**src/rtl/equiv_sweep_ctrl_pkg.sv**
```systemverilog
// Shared definitions for the gate-pair equivalence sweep controller.
// Provides the FSM state encoding, default sweep parameters and a helper
// that sizes the settle timer.
package equiv_sweep_ctrl_pkg;

  // Sequencer states, binary encoded.
  typedef enum logic [1:0] {
    S_IDLE   = 2'd0,
    S_SETTLE = 2'd1,
    S_SAMPLE = 2'd2,
    S_DONE   = 2'd3
  } state_e;

  // Defaults shared by the gate-exercise benches.
  localparam int unsigned N_IN_DEFAULT   = 2;
  localparam int unsigned SETTLE_DEFAULT = 1;

  // Width needed to hold SETTLE-1, never less than one bit.
  function automatic int unsigned settle_cnt_width(input int unsigned settle);
    return (settle <= 2) ? 1 : $clog2(settle);
  endfunction

endpackage

```
**src/rtl/equiv_sweep_ctrl_settle_timer.sv**
```systemverilog
// Settle timer: loadable down-counter that flags expiry when it reaches zero
// while enabled. Loading SETTLE-1 makes o_expire rise in the SETTLE-th
// enabled cycle after the load.
// Ports:
//   clk         system clock, rising edge
//   rst         asynchronous reset, active-high (counter cleared to 0)
//   i_load      load i_load_val into the counter (priority over counting)
//   i_load_val  value loaded on i_load
//   i_en        count down while high
//   o_expire    high while enabled and the counter is zero
module equiv_sweep_ctrl_settle_timer #(
  parameter int unsigned WIDTH = 1
) (
  input  logic             clk,
  input  logic             rst,
  input  logic             i_load,
  input  logic [WIDTH-1:0] i_load_val,
  input  logic             i_en,
  output logic             o_expire
);

  logic [WIDTH-1:0] r_count;

  always_ff @(posedge clk or posedge rst) begin
    if (rst) begin
      r_count <= '0;
    end else if (i_load) begin
      r_count <= i_load_val;
    end else if (i_en && (r_count != '0)) begin
      r_count <= r_count - WIDTH'(1);
    end
  end

  assign o_expire = i_en && (r_count == '0);

endmodule

```
**src/rtl/equiv_sweep_ctrl.sv**
```systemverilog
// Exhaustive equivalence sweep for a small combinational gate pair.
// Walks vec through every input vector, waits SETTLE cycles per vector, then
// compares ref_out against dut_out and accumulates a mismatch count and the
// first failing vector.
// Ports:
//   clk, rst          clock (rising edge) and asynchronous active-high reset
//   start             begin a sweep; honoured only in IDLE and DONE
//   abort             stop a running sweep and return to IDLE
//   vec               vector driven to both gate implementations
//   ref_out, dut_out  behavioural and gate-level outputs
//   busy              sweep in progress (SETTLE or SAMPLE)
//   done              sweep finished; held until next start or reset
//   pass              with done, no mismatches were seen
//   mism_count        mismatching vectors in the last sweep
//   first_fail_valid  a mismatch was captured this sweep
//   first_fail_vec    vector of the first mismatch
module equiv_sweep_ctrl
  import equiv_sweep_ctrl_pkg::*;
#(
  parameter int unsigned N_IN   = N_IN_DEFAULT,
  parameter int unsigned SETTLE = SETTLE_DEFAULT
) (
  input  logic            clk,
  input  logic            rst,
  input  logic            start,
  input  logic            abort,
  output logic [N_IN-1:0] vec,
  input  logic            ref_out,
  input  logic            dut_out,
  output logic            busy,
  output logic            done,
  output logic            pass,
  output logic [N_IN:0]   mism_count,
  output logic            first_fail_valid,
  output logic [N_IN-1:0] first_fail_vec
);

  localparam int unsigned     CNT_W       = settle_cnt_width(SETTLE);
  localparam logic [CNT_W-1:0] SETTLE_LOAD = CNT_W'(SETTLE - 1);

  state_e          r_state;
  state_e          w_next_state;
  logic [N_IN-1:0] r_vec;
  logic [N_IN:0]   r_mism_count;
  logic            r_ffv;
  logic [N_IN-1:0] r_ffvec;

  logic w_start_sweep;
  logic w_sample_go;
  logic w_last_vec;
  logic w_mismatch;
  logic w_timer_load;
  logic w_expire;
  logic w_in_settle;
  logic w_abort_run;

  assign w_in_settle   = (r_state == S_SETTLE);
  assign w_abort_run   = abort && ((r_state == S_SETTLE) || (r_state == S_SAMPLE));
  assign w_start_sweep = start && ((r_state == S_IDLE) || (r_state == S_DONE));
  // Abort wins over the sample update in the same cycle.
  assign w_sample_go   = (r_state == S_SAMPLE) && !abort;
  assign w_last_vec    = &r_vec;
  assign w_mismatch    = ref_out ^ dut_out;
  // Timer restarts on every entry to SETTLE.
  assign w_timer_load  = w_start_sweep || (w_sample_go && !w_last_vec);

  equiv_sweep_ctrl_settle_timer #(
    .WIDTH (CNT_W)
  ) u_settle_timer (
    .clk        (clk),
    .rst        (rst),
    .i_load     (w_timer_load),
    .i_load_val (SETTLE_LOAD),
    .i_en       (w_in_settle),
    .o_expire   (w_expire)
  );

  // State register.
  always_ff @(posedge clk or posedge rst) begin
    if (rst) begin
      r_state <= S_IDLE;
    end else begin
      r_state <= w_next_state;
    end
  end

  // Next-state logic.
  always_comb begin
    w_next_state = r_state;
    unique case (r_state)
      S_IDLE: begin
        if (start) w_next_state = S_SETTLE;
      end
      S_SETTLE: begin
        if (abort)         w_next_state = S_IDLE;
        else if (w_expire) w_next_state = S_SAMPLE;
      end
      S_SAMPLE: begin
        if (abort)           w_next_state = S_IDLE;
        else if (w_last_vec) w_next_state = S_DONE;
        else                 w_next_state = S_SETTLE;
      end
      S_DONE: begin
        if (start) w_next_state = S_SETTLE;
      end
      default: w_next_state = S_IDLE;
    endcase
  end

  // Moore outputs.
  always_comb begin
    busy = 1'b0;
    done = 1'b0;
    unique case (r_state)
      S_SETTLE, S_SAMPLE: busy = 1'b1;
      S_DONE:             done = 1'b1;
      default: ;
    endcase
    pass = done && (r_mism_count == '0);
  end

  // Vector counter, mismatch accumulation and first-fail capture.
  always_ff @(posedge clk or posedge rst) begin
    if (rst) begin
      r_vec        <= '0;
      r_mism_count <= '0;
      r_ffv        <= 1'b0;
      r_ffvec      <= '0;
    end else if (w_start_sweep) begin
      r_vec        <= '0;
      r_mism_count <= '0;
      r_ffv        <= 1'b0;
      r_ffvec      <= '0;
    end else if (w_abort_run) begin
      // Counters keep partial values for debug.
      r_vec <= '0;
    end else if (w_sample_go) begin
      if (w_mismatch) begin
        r_mism_count <= r_mism_count + (N_IN + 1)'(1);
        if (!r_ffv) begin
          r_ffv   <= 1'b1;
          r_ffvec <= r_vec;
        end
      end
      if (!w_last_vec) r_vec <= r_vec + N_IN'(1);
    end
  end

  assign vec              = r_vec;
  assign mism_count       = r_mism_count;
  assign first_fail_valid = r_ffv;
  assign first_fail_vec   = r_ffvec;

endmodule

```
**config.mk**
```make
export PLATFORM = sky130hd
export DESIGN_NAME = equiv_sweep_ctrl
export DESIGN_NICKNAME = d
export VERILOG_FILES = /design/src/rtl/equiv_sweep_ctrl_pkg.sv /design/src/rtl/equiv_sweep_ctrl_settle_timer.sv /design/src/rtl/equiv_sweep_ctrl.sv
export SDC_FILE = /design/constraint.sdc
export NUM_CORES = 1
export LEC_CHECK = 0
export BUFFER_PORTS_ARGS = -buffer_cell sky130_fd_sc_hd__buf_2
export CORE_MARGIN = 1.5
export CORE_UTILIZATION = 25
export CTS_CLUSTER_SIZE = 10
export DETAILED_ROUTE_END_ITERATION = 8
export GPL_TIMING_DRIVEN = 0
export PLACE_DENSITY = 0.41
export SYNTH_ARGS = -nofsm -noshare
export SYNTH_HDL_FRONTEND = slang
export SYNTH_SLANG_ARGS = --single-unit
```
**constraint.sdc**
```tcl
create_clock -name clk -period 1.87 [get_ports clk]
set_input_delay 0.0935 -clock clk [delete_from_list [all_inputs] [get_ports clk]]
set_output_delay 0.0935 -clock clk [all_outputs]
set_load 0.01 [all_outputs]
```
==> impl_metrics.toml, run 1 <==
[run_status]
result_of_the_run = "finished, final reports clean"

[clock_network]
tritoncts_clock_tree = "done"
clock_edge_transition_at_the_registers_on_the_reported_setup_and_hold_paths_ns = 0.07
clk-insertion-delay-late_ns = 0.27
clkSinkCount = 11
clockRootBuffer = "sky130_fd_sc_hd__clkbuf_4"
cts-buffers-inserted = 3
htreeDepth = 1
postCtsHoldBufs = 1
post_cts_resize_count = 0
post_cts_buffers = 0
cts_buffer_depth = 2

[floorplanning]
num_io_pins = 17
std_cell_rows = 18
floorplan.initialDensity = 0.264
die_width_microns = 54.1
die_outline_height_microns = 54.1
fp.dieArea_sq_mm = 0.00293
floorplan.core_area_sq_mm = 0.00248

[hold_path]
holdCritStartpoint = "start"
hold_depth = 2
min_path_type = "primary input to flop"
worstHoldEndpoint = "first_fail_valid"

[critical_path]
worstSetupEndpointType = "flop"
critPathLaunchType = "flop"
crit_fanout = 5
critical_path.most_common_cell = "sky130_fd_sc_hd__inv_1"
cpLargestDelayFamily = "flip-flops"
regToRegEndpoint = "r_state[0]"
cp_data_required_time_ns = 2.02
reg2reg_setup_slack_ns = 0.27
crit_path_top_delay_cell = "sky130_fd_sc_hd__dfrtp_1"
reg2reg_from = "r_state[0]"
critical_path_arrival_ns = 1.75
path_class = "flop to flop"
cp_cell_sequence = "inv_1 -> ha_1 -> inv_1 -> o21ai_1 -> mux2_1"
worst_stage_delay_on_the_critical_path_ns = 0.43
rr_worst_depth = 5
cp.buffers_inverters = 2

[sta]
rsz0062_at_grt = "false"
fin_crit_ns = 1.60
timing.max_slew.rel_slack = 0.711
fmax_ghz = 0.626
holdWs_ns = 0.0495
slew_viol_final = 0
worstMarginPinSlew_ns = 0.433
clock_skew_ns = 0.00251
timing.final.ws_setup_ns = 0.273
final_min_period_over_clock_period = 0.854
hold_violations = 0
setup_viol = 0
setup_tns_ns = 0

[global_routing]
first_global_vias = 537
track_usage = 0.114
grt_first_pass_wirelength_mm = 2.30
grt_max_degree = 12
grt_remaining_overflow = 0
antenna_found_initial = 0

[route]
detailroute.via_count = 528
routed_wire_length_per_instance_microns = 11.7
postRouteAntennaNets = 0
drt_drc_violations_left = 0
dr.pass1.iters = 3
route.detailed.vias_per_inst = 4.47
totalWireLength_mm = 1.39
detail_route.iter0.violations = 5

[finish]
antenna_cells = 0
design_area_sq_um = 807
area_delta_synth_final_pct = 23.6
final_nets = 102
fraction_of_layout_instances_using_a_drive_strength_above_1 = 0.250

[logic_synthesis]
synth-seq-area-share = 0.421
post-synth-top-area-cell = "sky130_fd_sc_hd__dfrtp_1"
netlist-cell-type-count = 22
yosys_register_bits = 11
synth_area_per_cell_sq_um = 9.75
netlist_area_sq_um = 653
yosys.area.top_type_share = 0.421
synth_area_leaders = "sky130_fd_sc_hd__dfrtp_1 (42%), sky130_fd_sc_hd__ha_1 (13%), sky130_fd_sc_hd__a21oi_1 (4.6%)"
synth_fp_nets = 80
netlist_instances = 67
ys.warnings.count = 0

[placed_design]
place.gp.congestion = 0.698
placedInstanceArea_sq_um = 771
place.port_buffers = 16
place_hpwl_mm = 1.06
dpl_worst_slack_ns = 0.279

[power_and_ir_drop]
power.density_mw_per_mm2 = 1120
ir_worst_vdd_v = 0.000645
leakage_uw = 0.000412

[run]
cap_violations = 0
[power breakdown]
part           leakage (uW)  switching, uW  internal, uW  total [uW]
logic              0.000247            236           168         404
clock network     0.0000150           82.9          82.5         165
registers          0.000151           50.1           283         333
total              0.000412            368           534         902
[sequential cells by signal, summed over array words and instances (netlist names)]
signal and flops:
first_fail_valid 1, mism_count 3, r_state 2, vec 2
first_fail_vec 2, u_settle_timer.r_count 1
[cell usage after synthesis (all sizes together)]
cell / n
dfrtp: 11
inv: 8
nand2: 8
ha: 7
a21oi: 6
o21ai: 5
nor2: 3
a21boi: 2
mux2: 2
mux2i: 2
nand3: 2
xnor2: 2
nand2b: 1
nand3b: 1
nand4: 1
nor2b: 1
nor3: 1
nor3b: 1
nor4bb: 1
o311ai: 1
xor2: 1
[how the worst max path moves through the flow]
stage,start,end,depth (start not counted)
after detailed placement,r_state[0],r_state[0],5
after global placement,r_state[0],r_state[0],5
final,r_state[0],r_state[0],5
after global routing,r_state[0],r_state[0],5
after floorplan,r_state[0],r_state[0],5
after CTS,r_state[0],r_state[0],5
[logic make-up (layout without fill, tap and decap cells)]
logic type / count (synthesis) / count (layout) / synth area share
simple gates: 20 / 20 / 0.172
compound gates: 14 / 14 / 0.121
flops: 11 / 11 / 0.421
buf+inv: 8 / 29 / 0.0460
fa+ha+maj: 7 / 7 / 0.134
mux: 4 / 4 / 0.0651
xor+xnor: 3 / 3 / 0.0402
[stage by stage]
stage                     power [uW]  cells  utilization
after floorplan                  610     67            -
after global placement           745    113        0.311
after detailed placement         747    113        0.311
after CTS                        923    118        0.326
after global routing             994    118        0.326
final                            902    118        0.326
[final cells by class]
type / count / area (sq um)
inverters: 8 / 30.0
fillers: 284 / 1670
repair buffers: 17 / 90.1
multi-input cells: 48 / 348
clock buffers: 4 / 26.3
well taps: 30 / 37.5
flip-flops and latches: 11 / 275
[cells in the final DEF, fill, tap and decap left out]
| cell type | Yosys | layout |
|---|---|---|
| sky130_fd_sc_hd__buf_2 | 0 | 16 |
| sky130_fd_sc_hd__dfrtp_1 | 11 | 11 |
| sky130_fd_sc_hd__inv_1 | 8 | 8 |
| sky130_fd_sc_hd__nand2_1 | 8 | 8 |
| sky130_fd_sc_hd__ha_1 | 7 | 7 |
| sky130_fd_sc_hd__a21oi_1 | 6 | 6 |
| sky130_fd_sc_hd__o21ai_0 | 4 | 4 |
| sky130_fd_sc_hd__nor2_1 | 3 | 3 |
| sky130_fd_sc_hd__clkbuf_4 | 0 | 3 |
| sky130_fd_sc_hd__xnor2_1 | 2 | 2 |
| sky130_fd_sc_hd__nand3_1 | 2 | 2 |
| sky130_fd_sc_hd__a21boi_1 | 2 | 2 |
| sky130_fd_sc_hd__mux2i_1 | 2 | 2 |
| sky130_fd_sc_hd__mux2_1 | 2 | 2 |
| sky130_fd_sc_hd__nand2b_2 | 1 | 1 |
| sky130_fd_sc_hd__o311ai_1 | 1 | 1 |
| sky130_fd_sc_hd__xor2_1 | 1 | 1 |
| sky130_fd_sc_hd__nor2b_1 | 1 | 1 |
| sky130_fd_sc_hd__nand4_1 | 1 | 1 |
| sky130_fd_sc_hd__nor3b_2 | 1 | 1 |
| sky130_fd_sc_hd__nor3_2 | 1 | 1 |
| sky130_fd_sc_hd__nand3b_1 | 1 | 1 |
| sky130_fd_sc_hd__o21ai_1 | 1 | 1 |
| sky130_fd_sc_hd__nor4bb_1 | 1 | 1 |
| sky130_fd_sc_hd__clkbuf_1 | 0 | 1 |
| sky130_fd_sc_hd__dlygate4sd3_1 | 0 | 1 |
[layer usage]
layer	share of wire	global-route usage	wire length (microns)
met1	0.51	0.142	700
met2	0.43	0.187	590
met3	0.061	0.0167	84
met4	0.0065	0.0625	9
met5	0	0	0
[worst register-to-register path: stages (launching register included)]
cell	delay, ns
sky130_fd_sc_hd__dfrtp_1	0.43
sky130_fd_sc_hd__inv_1	0.06
sky130_fd_sc_hd__ha_1	0.36
sky130_fd_sc_hd__inv_1	0.09
sky130_fd_sc_hd__o21ai_1	0.20
sky130_fd_sc_hd__mux2_1	0.35
Power figures use the tool's default switching activity.
==> run 2: changes to the inputs <==
==> constraint.sdc (replaced) <==
create_clock -name clk -period 1.87 [get_ports clk]
set_input_delay 0.2805 -clock clk [delete_from_list [all_inputs] [get_ports clk]]
set_output_delay 0.2805 -clock clk [all_outputs]
set_load 0.01 [all_outputs]
==> run 2 against run 1 <==
The flow now finishes with violations (hold timing). Routed wire length down 0.36%. Register-to-register slack about the same. Critical path depth down 1. Critical endpoint is now busy. Largest power group unchanged.
==> impl_metrics.toml, run 2 (same netlist as run 1, synthesis figures left out) <==
[sta]
timing.max_slew.rel_slack = 0.710
final_min_period_over_clock_period = 0.875
setup_tns_ns = 0
setup_viol = 0
rsz0062_at_grt = "false"
clock_skew_ns = 0.00217
slew_viol_final = 0
fmax_ghz = 0.611
worstMarginPinSlew_ns = 0.434
timing.final.ws_setup_ns = 0.234
holdWs_ns = -0.00199
fin_crit_ns = 1.64
hold_violations = 4

[floorplanning]
fp.dieArea_sq_mm = 0.00293
num_io_pins = 17
floorplan.initialDensity = 0.264
std_cell_rows = 18
die_width_microns = 54.1
floorplan.core_area_sq_mm = 0.00248
die_outline_height_microns = 54.1

[run]
cap_violations = 0

[route]
route.detailed.vias_per_inst = 4.49
detailroute.via_count = 525
dr.pass1.iters = 3
routed_wire_length_per_instance_microns = 11.8
totalWireLength_mm = 1.38
postRouteAntennaNets = 0
drt_drc_violations_left = 0
detail_route.iter0.violations = 7

[finish]
largest_register_ffs = 3
layout.cells.most_common = "sky130_fd_sc_hd__buf_2"
area_delta_synth_final_pct = 22.0
final_nets = 101
n_fill_cell = 285
multi_input_area_sq_um = 348
final_cell_mix = "sky130_fd_sc_hd__buf_2 (16), sky130_fd_sc_hd__dfrtp_1 (11), sky130_fd_sc_hd__inv_1 (8), sky130_fd_sc_hd__nand2_1 (8), sky130_fd_sc_hd__ha_1 (7)"
fraction_of_layout_instances_using_a_drive_strength_above_1 = 0.253
antenna_cells = 0
register_area_sq_um = 275
design_area_sq_um = 797

[power_and_ir_drop]
internal_power_uw = 532
fin_total_pwr_uw = 900
power_frac_seq = 0.370
ir_worst_vdd_v = 0.000645
p_comb_frac = 0.446
leakage_uw = 0.000408
p_sw_frac = 0.409
total_switching_power_uw = 368
power.density_mw_per_mm2 = 1130
share_clk_of_total_power = 0.184

[clock_network]
post_cts_buffers = 0
clock_edge_transition_at_the_registers_on_the_reported_setup_and_hold_paths_ns = 0.07
clkSinkCount = 11
htreeDepth = 1
post_cts_resize_count = 0
cts_buffer_depth = 2
cts-buffers-inserted = 3
postCtsHoldBufs = 0
clockRootBuffer = "sky130_fd_sc_hd__clkbuf_4"
clk-insertion-delay-late_ns = 0.27
tritoncts_clock_tree = "done"

[run_status]
violations = "hold timing"
result_of_the_run = "complete, but fails checks"

[placed_design]
dpl_worst_slack_ns = 0.279
placedInstanceArea_sq_um = 771
place_hpwl_mm = 1.06
place.port_buffers = 16
place.gp.congestion = 0.698

[global_routing]
grt_first_pass_wirelength_mm = 2.28
antenna_found_initial = 0
grt_max_degree = 12
grt_remaining_overflow = 0
first_global_vias = 528
track_usage = 0.113

[critical_path]
path_class = "flop to primary output"
cp_data_required_time_ns = 1.59
crit_fanout = 5
worstSetupEndpointType = "primary output"
critical_path_arrival_ns = 1.36
critPathLaunchType = "flop"

[hold_path]
min_path_type = "primary input to async pin"
-- run 2: cell count changes in the layout (fill, tap and decap cells not counted), sizes merged --
cell | previous run | this run
dlygate4sd3 | 1 | 0
-- run 2: area by class of cell --
type	count	area share
repair buffers	16	0.100
inverters	8	0.0377
well taps	30	0.0471
flip-flops and latches	11	0.345
clock buffers	4	0.0330
multi-input cells	48	0.436
-- run 2: metrics by stage --
stage          hold WS, ns  instances   util
4_1_cts            0.00491        117  0.322
6_report          -0.00199        117  0.322
3_3_place_gp         0.316        113  0.311
2_1_floorplan        0.133         67      -
5_1_grt             0.0471        117  0.322
3_5_place_dp         0.309        113  0.311
-- run 2: power groups by stage --
stage          clock [uW]  combinational, uW  sequential (uW)
6_report              166                402              333
5_1_grt               181                468              343
4_1_cts               178                410              334
3_5_place_dp            0                407              339
3_3_place_gp            0                407              338
2_1_floorplan           0                270              340
-- run 2: final timing paths --
| path | start | end | slack (ns) | cells past startpoint |
|---|---|---|---|---|
| worst min-delay path | rst | mism_count[1] | -0.002 | 2 |
| worst min register to register | first_fail_vec[0] | first_fail_vec[0] | 0.53 | 2 |
| worst max register to register | r_state[0] | r_state[0] | 0.27 | 5 |
| max in group asynchronous | rst | vec[0] | 1.57 | 2 |
| worst max-delay path | r_state[0] | busy | 0.23 | 4 |
| min in group clk | start | first_fail_valid | 0.24 | 2 |
-- run 2: layer usage --
metal	vias to the layer above	routed length, microns	global-route usage
met4	0	9	0.0625
li1	268	-	-
met5	-	0	0
met2	15	587	0.183
met3	2	90	0.0167
met1	240	693	0.144
-- run 2: worst max-delay path: stages (launching register included) --
cell and delay, ns:
sky130_fd_sc_hd__dfrtp_1 0.43, sky130_fd_sc_hd__inv_1 0.06, sky130_fd_sc_hd__ha_1 0.36, sky130_fd_sc_hd__inv_1 0.11, sky130_fd_sc_hd__buf_2 0.13
==> run 3: changes to the inputs <==
--- a/config.mk
+++ b/config.mk
@@ -7,11 +7,11 @@
 export LEC_CHECK = 0
 export BUFFER_PORTS_ARGS = -buffer_cell sky130_fd_sc_hd__buf_2
 export CORE_MARGIN = 1.5
-export CORE_UTILIZATION = 25
+export CORE_UTILIZATION = 49
 export CTS_CLUSTER_SIZE = 10
 export DETAILED_ROUTE_END_ITERATION = 8
 export GPL_TIMING_DRIVEN = 0
-export PLACE_DENSITY = 0.41
+export PLACE_DENSITY = 0.72
 export SYNTH_ARGS = -nofsm -noshare
 export SYNTH_HDL_FRONTEND = slang
 export SYNTH_SLANG_ARGS = --single-unit
==> run 3 against run 2 <==
Largest power group unchanged. Largest cell class unchanged. Cell count is 14% lower. Sequential power hardly changed. Critical path type unchanged. Hold slack worse by 0.0054 ns. Combinational power is 1% lower. Critical path depth stayed put. The run still ends with hold timing left. Sequential cell count stayed put. Clock power is 3% higher.
==> impl_metrics.toml, run 3 (same netlist as run 1, synthesis figures left out) <==
[power_and_ir_drop]
ir_worst_vdd_v = 0.000610
power.density_mw_per_mm2 = 1160
leakage_uw = 0.000408

[hold_path]
min_path_type = "primary input to async pin"

[critical_path]
regToRegEndpoint = "r_state[1]"
crit_fanout = 5
timing.critical_path.to = "busy"
worstSetupEndpointType = "primary output"
critical_path_arrival_ns = 1.36
rr_worst_depth = 5
cp_data_required_time_ns = 1.59
crit_start = "r_state[0]"
reg2reg_from = "r_state[0]"
path_class = "flop to primary output"
critPathLaunchType = "flop"
reg2reg_setup_slack_ns = 0.27

[floorplanning]
die_width_microns = 39.5
die_outline_height_microns = 39.5
floorplan.core_area_sq_mm = 0.00117
num_io_pins = 17
fp.dieArea_sq_mm = 0.00156
std_cell_rows = 12
floorplan.initialDensity = 0.558

[sta]
clock_skew_ns = 0.000945
setup_viol = 0
timing.max_slew.rel_slack = 0.710
final_min_period_over_clock_period = 0.877
fmax_ghz = 0.610
holdWs_ns = -0.00738
setup_tns_ns = 0
worstMarginPinSlew_ns = 0.434
slew_viol_final = 0
rsz0062_at_grt = "false"
hold_violations = 11
fin_crit_ns = 1.64

[finish]
final_cell_mix = "sky130_fd_sc_hd__buf_2 (16), sky130_fd_sc_hd__dfrtp_1 (11), sky130_fd_sc_hd__inv_1 (8), sky130_fd_sc_hd__nand2_1 (8), sky130_fd_sc_hd__ha_1 (7)"
fraction_of_layout_instances_using_a_drive_strength_above_1 = 0.253
layout.cells.most_common = "sky130_fd_sc_hd__buf_2"
antenna_cells = 0
multi_input_area_sq_um = 348
largest_register_ffs = 3
area_delta_synth_final_pct = 19.0
register_area_sq_um = 275
n_fill_cell = 99
final_nets = 101

[route]
drt_drc_violations_left = 0
detail_route.iter0.violations = 12
route.detailed.vias_per_inst = 5.31
dr.pass1.iters = 4
routed_wire_length_per_instance_microns = 12.7
totalWireLength_mm = 1.28
detailroute.via_count = 536
postRouteAntennaNets = 0

[global_routing]
grt_first_pass_wirelength_mm = 2.29
track_usage = 0.225
grt_remaining_overflow = 0
first_global_vias = 533
grt_max_degree = 12
antenna_found_initial = 0

[clock_network]
clkSinkCount = 11
tritoncts_clock_tree = "done"
clockRootBuffer = "sky130_fd_sc_hd__clkbuf_4"
post_cts_buffers = 0
cts_buffer_depth = 2
clk-insertion-delay-late_ns = 0.27
htreeDepth = 1
post_cts_resize_count = 0
postCtsHoldBufs = 0
cts-buffers-inserted = 3
clock_edge_transition_at_the_registers_on_the_reported_setup_and_hold_paths_ns = 0.08

[placed_design]
place.gp.congestion = 0.883
place.port_buffers = 16

[run]
cap_violations = 0

[run_status]
result_of_the_run = "complete, but fails checks"
violations = "hold timing"
==> run 3: cell counts in the layout (fill, tap and decap cells not counted) <==
No cell type changed its count.
==> run 3: power by group <==
part           leakage (uW)  internal, uW  switching [uW]
Combinational      0.000242           167             231
Clock             0.0000150          82.5            88.1
Sequential         0.000151           283            51.2
Total              0.000408           532             371
==> run 3: cell type report <==
type / instances / area share
timing repair buffer: 16 / 0.103
tap: 14 / 0.0225
multi-input combinational: 48 / 0.448
clock buffer: 4 / 0.0338
inverter: 8 / 0.0386
sequential: 11 / 0.354
==> run 3: how the worst min path moves through the flow <==
stage | from | endpoint | slack [ns] | depth (start not counted)
2_1_floorplan | rst | first_fail_valid | 0.13 | 1
3_3_place_gp | rst | mism_count[0] | 0.29 | 2
3_5_place_dp | rst | mism_count[0] | 0.30 | 2
4_1_cts | rst | mism_count[0] | 0.01 | 2
5_1_grt | rst | mism_count[0] | 0.02 | 2
6_report | rst | mism_count[0] | -0.007 | 2
==> run 3: stage by stage <==
step | power [uW] | std cells | worst slack, ns | area [sq um] | utilization
3_5_place_dp | 735 | 97 | 0.296 | 751 | 0.641
5_1_grt | 984 | 101 | 0.127 | 777 | 0.663
3_3_place_gp | 724 | 97 | 0.326 | 751 | 0.641
4_1_cts | 900 | 101 | 0.233 | 777 | 0.663
2_1_floorplan | 610 | 67 | 0.386 | 653 | -
6_report | 903 | 101 | 0.229 | 777 | 0.663
==> run 3: metal layers <==
metal,global-route usage,part of all wire
met1,0.260,0.44
met2,0.361,0.51
met3,0.0682,0.038
met4,0.129,0.0078
met5,0,0
==> run 3: worst max-delay path, stage by stage, from the launching register on <==
cell                      delay (ns)
sky130_fd_sc_hd__dfrtp_1        0.42
sky130_fd_sc_hd__inv_1          0.06
sky130_fd_sc_hd__ha_1           0.36
sky130_fd_sc_hd__inv_1          0.11
sky130_fd_sc_hd__buf_2          0.13
